[src/rtl/vec_deser_pkg.sv]
// -----------------------------------------------------------------------------
// vec_deser_pkg
// Shared types and sizing helpers for the vec_deserializer block.
//   vec_deser_st_e : control FSM state (FILL collects elements, HOLD presents
//                    a closed vector until the downstream takes it)
//   cnt_w(n)       : width of a counter that must hold 0..n
//   sum_w(idw, n)  : width of an unsigned sum of n elements of idw bits
// -----------------------------------------------------------------------------
package vec_deser_pkg;

  typedef enum logic {
    ST_FILL,
    ST_HOLD
  } vec_deser_st_e;

  function automatic int cnt_w(input int n);
    return $clog2(n + 1);
  endfunction

  function automatic int sum_w(input int idw, input int n);
    return idw + $clog2(n);
  endfunction

endpackage

[src/rtl/vec_deser_ctrl.sv]
// -----------------------------------------------------------------------------
// vec_deser_ctrl
// Control path of the serial-to-parallel packer: FILL/HOLD FSM, write index,
// input ready and packed-vector valid/count. The data slots live in the top.
// Ports:
//   i_clk, i_rst_n  clock, asynchronous active-low reset
//   i_flush         synchronous clear, wins over accept and handoff
//   i_vld, i_last   upstream element valid / last-of-frame marker
//   i_rdy           downstream ready
//   o_rdy           ready to accept an element
//   o_vld, o_cnt    packed vector valid and its number of real elements
//   o_wr_en         store the current element this cycle
//   o_wr_idx        slot the current element goes to
//   o_clr           zero all slots (and the running sum) this cycle
// -----------------------------------------------------------------------------
module vec_deser_ctrl
  import vec_deser_pkg::*;
#(
  parameter  int DATA_NUM = 8,
  localparam int CNT_W    = cnt_w(DATA_NUM),
  localparam int IDX_W    = $clog2(DATA_NUM)
) (
  input  logic             i_clk,
  input  logic             i_rst_n,
  input  logic             i_flush,
  input  logic             i_vld,
  input  logic             i_last,
  input  logic             i_rdy,
  output logic             o_rdy,
  output logic             o_vld,
  output logic [CNT_W-1:0] o_cnt,
  output logic             o_wr_en,
  output logic [IDX_W-1:0] o_wr_idx,
  output logic             o_clr
);

  localparam logic [IDX_W-1:0] LAST_IDX = IDX_W'(DATA_NUM - 1);

  vec_deser_st_e    r_state;
  logic [IDX_W-1:0] r_wr_idx;
  logic             w_acc;
  logic             w_handoff;
  logic             w_close;

  // In HOLD the block can take an element only in the cycle the held vector
  // leaves, so o_rdy follows the downstream ready there.
  assign o_rdy     = (r_state == ST_FILL) | i_rdy;
  assign w_acc     = i_vld & o_rdy;
  assign w_handoff = o_vld & i_rdy;

  // An accept in HOLD always coincides with a handoff: that element starts
  // the next vector in slot 0.
  assign o_wr_idx  = (r_state == ST_HOLD) ? '0 : r_wr_idx;
  assign o_wr_en   = w_acc & ~i_flush;
  assign o_clr     = i_flush | w_handoff;

  // Last slot filled or frame ended: one close either way, never an empty
  // vector.
  assign w_close   = i_last | (o_wr_idx == LAST_IDX);

  // NOTE: sequential state uses non-blocking assignments so every register
  // samples the pre-edge values, independent of statement order.
  always_ff @(posedge i_clk or negedge i_rst_n) begin
    if (!i_rst_n) begin
      r_state  <= ST_FILL;
      r_wr_idx <= '0;
      o_vld    <= 1'b0;
      o_cnt    <= '0;
    end else if (i_flush) begin
      r_state  <= ST_FILL;
      r_wr_idx <= '0;
      o_vld    <= 1'b0;
      o_cnt    <= '0;
    end else if (o_wr_en && w_close) begin
      r_state  <= ST_HOLD;
      r_wr_idx <= '0;
      o_vld    <= 1'b1;
      o_cnt    <= CNT_W'(o_wr_idx) + CNT_W'(1);
    end else if (o_wr_en) begin
      r_state  <= ST_FILL;
      r_wr_idx <= o_wr_idx + 1'b1;
      o_vld    <= 1'b0;
      o_cnt    <= '0;
    end else if (w_handoff) begin
      r_state  <= ST_FILL;
      r_wr_idx <= '0;
      o_vld    <= 1'b0;
      o_cnt    <= '0;
    end
  end

endmodule

[src/rtl/vec_deserializer.sv]
// -----------------------------------------------------------------------------
// vec_deserializer
// Serial-to-parallel packer in front of the tree adder. Collects IDW-bit
// elements, one per accepted beat, into a packed [DATA_NUM-1:0][IDW-1:0]
// vector. Short frames (i_last) close early; unused slots read zero so the
// adder's sum stays exact.
// Optional feature, macro VEC_DESER_SUM_EN: adds o_sum, a registered running
// sum of the collected elements, valid together with o_vld.
// Ports:
//   i_clk, i_rst_n  clock, asynchronous active-low reset
//   i_flush         synchronous clear of partial/held vector
//   i_vld, i_data   input element handshake and payload
//   i_last          element is the last of its frame
//   o_rdy           ready to accept an element
//   o_vld, o_data   packed vector handshake and payload, element k at o_data[k]
//   o_cnt           number of real elements in o_data (1..DATA_NUM)
//   o_sum           (VEC_DESER_SUM_EN only) sum of o_data elements
//   i_rdy           downstream ready
// -----------------------------------------------------------------------------
module vec_deserializer
  import vec_deser_pkg::*;
#(
  parameter  int IDW      = 10,
  parameter  int DATA_NUM = 8,
  localparam int CNT_W    = cnt_w(DATA_NUM),
  localparam int IDX_W    = $clog2(DATA_NUM)
`ifdef VEC_DESER_SUM_EN
  ,
  localparam int SUM_W    = sum_w(IDW, DATA_NUM)
`endif
) (
  input  logic                         i_clk,
  input  logic                         i_rst_n,
  input  logic                         i_flush,
  input  logic                         i_vld,
  input  logic [IDW-1:0]               i_data,
  input  logic                         i_last,
  output logic                         o_rdy,
  output logic                         o_vld,
  output logic [DATA_NUM-1:0][IDW-1:0] o_data,
  output logic [CNT_W-1:0]             o_cnt,
`ifdef VEC_DESER_SUM_EN
  output logic [SUM_W-1:0]             o_sum,
`endif
  input  logic                         i_rdy
);

  logic                         w_wr_en;
  logic                         w_clr;
  logic [IDX_W-1:0]             w_wr_idx;
  logic [DATA_NUM-1:0][IDW-1:0] w_data_nxt;

  vec_deser_ctrl #(
    .DATA_NUM (DATA_NUM)
  ) u_ctrl (
    .i_clk    (i_clk),
    .i_rst_n  (i_rst_n),
    .i_flush  (i_flush),
    .i_vld    (i_vld),
    .i_last   (i_last),
    .i_rdy    (i_rdy),
    .o_rdy    (o_rdy),
    .o_vld    (o_vld),
    .o_cnt    (o_cnt),
    .o_wr_en  (w_wr_en),
    .o_wr_idx (w_wr_idx),
    .o_clr    (w_clr)
  );

  // Clearing on every handoff is what provides the zero-fill: slots beyond
  // the write index of a new vector are already zero when it closes.
  // NOTE: the combinational next-state block assigns a full default first,
  // so no path leaves a bit unassigned and no latch is inferred.
  always_comb begin
    w_data_nxt = w_clr ? '0 : o_data;
    if (w_wr_en) begin
      w_data_nxt[w_wr_idx] = i_data;
    end
  end

  // NOTE: the slots are a flop bank, not a RAM, and are reset because the
  // output vector must read zero straight out of reset.
  always_ff @(posedge i_clk or negedge i_rst_n) begin
    if (!i_rst_n) begin
      o_data <= '0;
    end else begin
      o_data <= w_data_nxt;
    end
  end

`ifdef VEC_DESER_SUM_EN
  logic [SUM_W-1:0] w_sum_nxt;

  // Mirrors the slot update: cleared with the slots, seeded by the element
  // taken in a handoff cycle, accumulated on every stored element.
  always_comb begin
    w_sum_nxt = w_clr ? '0 : o_sum;
    if (w_wr_en) begin
      w_sum_nxt = w_sum_nxt + SUM_W'(i_data);
    end
  end

  always_ff @(posedge i_clk or negedge i_rst_n) begin
    if (!i_rst_n) begin
      o_sum <= '0;
    end else begin
      o_sum <= w_sum_nxt;
    end
  end
`endif

endmodule

[config.mk]
export PLATFORM = sky130hd
export DESIGN_NAME = vec_deserializer
export DESIGN_NICKNAME = d
export VERILOG_FILES = /design/src/rtl/vec_deser_pkg.sv /design/src/rtl/vec_deser_ctrl.sv /design/src/rtl/vec_deserializer.sv
export SDC_FILE = /design/constraint.sdc
export NUM_CORES = 1
export LEC_CHECK = 0
export CELL_PAD_IN_SITES_DETAIL_PLACEMENT = 0
export CELL_PAD_IN_SITES_GLOBAL_PLACEMENT = 2
export CORE_AREA = 5 5 119 110
export CTS_CLUSTER_DIAMETER = 200
export CTS_CLUSTER_SIZE = 20
export DETAILED_ROUTE_END_ITERATION = 16
export DIE_AREA = 0 0 124 115
export MAX_ROUTING_LAYER = met4
export PLACE_DENSITY = 0.93
export SYNTH_ARGS = -nofsm -noshare
export SYNTH_HDL_FRONTEND = slang
export SYNTH_HIERARCHICAL = 1
export SYNTH_SLANG_ARGS = --single-unit
[constraint.sdc]
create_clock -name i_clk -period 4.9 [get_ports i_clk]
set_input_delay 0.49 -clock i_clk [delete_from_list [all_inputs] [get_ports i_clk]]
set_output_delay 0.49 -clock i_clk [all_outputs]
set_load 0.05 [all_outputs]
# Yosys cells after proc, flatten, opt, wreduce, memory -nomap -nowiden
# Cells that the tools add are included.
# classes
bitwise_logic	8
muxes	18
n_lt_le_gt_ge	2
n_eq_ne	1
add_sub_neg	2
reduce_logical	3
# ops
cell	n
two-way mux 80 bit	2
bitwise mux 80 bit	1
demux 10 bit (select 3 bit)	1
two-way mux 4 bit	4
two-way mux 3 bit	5
two-way mux 10 bit	1
adder 3 x 1 -> 4 bit, second input constant	1
< comparator 3 x 4 -> 1 bit, second input constant	1
two-way mux 1 bit	4
nonzero test 4 bit	1
adder 3 x 1 -> 3 bit, second input constant	1
bitwise AND 1 bit	3
equality test 3 bit, second input constant	1
greater-or-equal comparator 3 x 1 -> 1 bit, second input constant	1
bitwise OR 1 bit	3
logical AND 1 bit	2
inverter 1 bit	2
# word_totals
register_bits	88
elab_cells	45
output_inout_bits	86

# Logic depth before layout (Yosys ltp)
# logic_depth
word_depth	7
ltp_mapped	8

# Modules after synthesis
# The synthesis kept the hierarchy.
# by_module_without_submodules
mod	instances	cells_each	area_per_inst_um2	seq_area_each_um2
vec_deserializer	1	263	3588.4	2001.9
vec_deser_ctrl	1	33	414.1	200.2

# Worst setup path after synthesis
# No wires, ideal clock.
# synth_timing
path_kind	reg2reg
start	register u_ctrl.r_state
end	register o_data[0] (netlist bit)
path_stages_with_launch	7
path_buffers	2
slack_ns	2.613
t_arrival_ns	2.162
cell_sequence	dfrtp_1 > nand2b_2 > and2_4 > buf_6 > or4b_1 > buf_6 > mux2_4
# synth_lines
element	line_no	rtl
start, declared	vec_deser_ctrl.sv:39	vec_deser_st_e r_state;
start signal, assigned	vec_deser_ctrl.sv:65	r_state <= ST_FILL;
start signal, assigned	vec_deser_ctrl.sv:70	r_state <= ST_FILL;
start signal, assigned	vec_deser_ctrl.sv:75	r_state <= ST_HOLD;
end signal, assigned	vec_deserializer.sv:87	o_data <= w_data_nxt;
end, declared	vec_deserializer.sv:40	output logic [DATA_NUM-1:0][IDW-1:0] o_data,

==> out/results.ini <==
[power]
switching_share_pct=23.2
power_mw=1.62
ir_worst_vdd_mv=0.160
p_leak_nw=2.53
power.density_nw_per_um2=297
p_switching_mw=0.375
p_comb_share_pct=9.4
intPower_mw=1.24
p_clk_share_pct=44.6
seqPwrFrac_pct=46.0

[place]
gp_congestion=0.745
io_buffers=101
dp_hpwl_mm=6.57

[timing]
fmax_mhz=405
min_period_ns=2.47
fin_tns_setup_ns=0
slew_headroom_pct=25.7
fin_worst_skew_ns=0.00418
tightest_slew_ns=1.11
hold_viol=0
fin_crit_sh_pct=50.3
rsz0062_at_grt=no
setup_viol=0
maxSlewViolCount=0

[yosys]
netlist_instances=296
netlist_top_cells_count=dfrtp_1, nor2b_1, mux2_2
synth_top_area_share_pct=55.0
yosysTopAreaCell=dfrtp_1
ys_seq_elements=88
syn_avg_cell_area_um2=13.5
synth_top_flop_cell=dfrtp_1
synth_edf_count=0
seq_area_frac_synth_pct=55.0
synth_nets=314
syn_area_um2=4000
synth_async_sr_flop_share_pct=100
synth.area.top_cells=dfrtp_1, mux2_2, nor2b_1
synth.distinct_cells=25
yosysWarnings=6
yosysMostFrequentCell=dfrtp_1

[critical_path]
r2r_setup_slack_ns=2.63
path_max_fanout=51
crit_slowest_cell=a21o_2
startpoint_type=input pin
worstPathCellList=clkdlybuf4s50_1 > a21o_2 > buf_4 > nor2b_1 > mux2_2
crit_type=input pin to flip-flop
end_kind=flip-flop
critical_path_required_ns=5.11
max_stage_delay_ns=0.78
critPathArrivalTime_ns=2.68

[routing]
drt_iter0_markers=168
ant_nets=0
drcViolationCount=0
first_pass_iters=4
via_per_inst=4.59
wl_per_cell_um=18.0
wl_mm=9.99
via_count=2550

[clock_tree]
cts_buffers=9
clock_latency_ns=0.33
cts_tree=done
ctsResizeCount=0
cts_root_buffer=clkbuf_16
clkSlewWorstSetupHoldPaths_ns=0.06
cts_max_level=3
cts_max_path_buffers=2
cts.sinks=88
cts_setup_buffers=0
hold_buffers=0

[floorplanning]
dieArea_um2=14300
core_area_um2=11700
rows=38
start_util_pct=34.1
die_h_um=115
die_w_um=124
io-pin-count=102

[final_layout]
area_delta_synth_final_pct=36.0
drive_gt1_share_pct=26.0
num_antenna_cells=0
fin_util_pct=46.4
final_net_count=411

[grt]
grt_max_degree=89
track_usage_pct=15.0
antenna_found_initial=0
gr-total-overflow=0
grt_pass1_vias=2767
grt_pass1_wl_mm=15.6

[hold_path]
worstHoldPathType=input pin to async pin

[status]
outcome=completed

[flow_run]
drv_cap=0

==> routing by layer <==
metal  routed length [um]  global-route usage, %  up-vias
met5                    0                      -        -
met4                   70                   3.65        0
met3                  657                   4.92        6
met2                 4590                   22.1       71
met1                 4670                   20.2     1267
li1                     -                      -     1206
==> through the flow <==
step | setup slack (ns) | hold WS, ns | area, um2 | std cells
finish | 2.43 | 0.354 | 5450 | 556
global route | 2.28 | 0.469 | 5450 | 556
CTS | 2.42 | 0.432 | 5450 | 556
detailed placement | 2.07 | 0.474 | 5140 | 542
global placement | 2.13 | 0.470 | 5140 | 542
floorplan | 2.61 | 0.194 | 4000 | 296
==> power groups by stage <==
stage / logic (mW) / registers (mW) / clock network (mW)
CTS: 0.155 / 0.744 / 0.744
global placement: 0.153 / 0.758 / 0
finish: 0.151 / 0.744 / 0.722
global route: 0.162 / 0.746 / 0.776
floorplan: 0.0477 / 0.793 / 0
detailed placement: 0.155 / 0.758 / 0
==> critical path: cells and delay by family <==
kind | cells | cell delay (ns)
AO/OA/AOI/OAI | 1 | 0.78
multiplexers | 1 | 0.28
buffers and inverters | 2 | 1.01
AND/OR/NAND/NOR | 1 | 0.09
==> final timing paths <==
check,startpoint,end,depth (start not counted)
min reg2reg,u_ctrl/r_wr_idx[1],u_ctrl/r_wr_idx[1],1
max in group asynchronous,i_rst_n,o_data[29],1
max reg2reg,u_ctrl/r_state,o_data[60],4
max,i_flush,o_data[60],5
min,i_rst_n,o_data[22],1
min in group i_clk,u_ctrl/r_wr_idx[1],u_ctrl/r_wr_idx[1],1
==> placed cells by master (no fill, tap or decap) <==
master,count
a21o_2,1
a21oi_1,1
a21oi_4,1
a32o_1,7
and2_4,1
and2b_2,1
and3_1,1
buf_4,2
bufinv_16,2
clkbuf_16,9
clkbuf_8,1
clkdlybuf4s50_1,100
clkinv_2,2
dfrtp_1,88
ha_1,2
inv_1,2
mux2_2,70
mux2_4,10
nand2_1,2
nand2b_2,1
nand4_1,1
nand4b_1,3
nand4bb_1,3
nor2_1,1
nor2b_1,81
nor2b_4,1
or2_2,1
or4b_1,1
==> cells by family after synthesis <==
| family | share of synthesized area, % |
|---|---|
| simple gates | 16.2 |
| flops | 55.0 |
| mux | 23.4 |
| buf+inv | 2.25 |
| compound gates | 2.50 |
| fa+ha+maj | 0.625 |
==> layout make-up <==
type / instances / area, um2
multi-input combinational: 190 / 1710
tap: 160 / 200
timing repair buffer: 102 / 1020
clock buffer: 10 / 239
sequential: 88 / 2200
inverter: 2 / 7.51
fill: 1076 / 6300
clock inverter: 4 / 70.1
==> flip-flops by register name, summed over array words and instances, names as in the netlist <==
signal           count
u_ctrl/r_wr_idx      3
u_ctrl/o_cnt         4
o_data              80
u_ctrl/r_state       1
No activity file was read; power rests on OpenSTA's default activity.
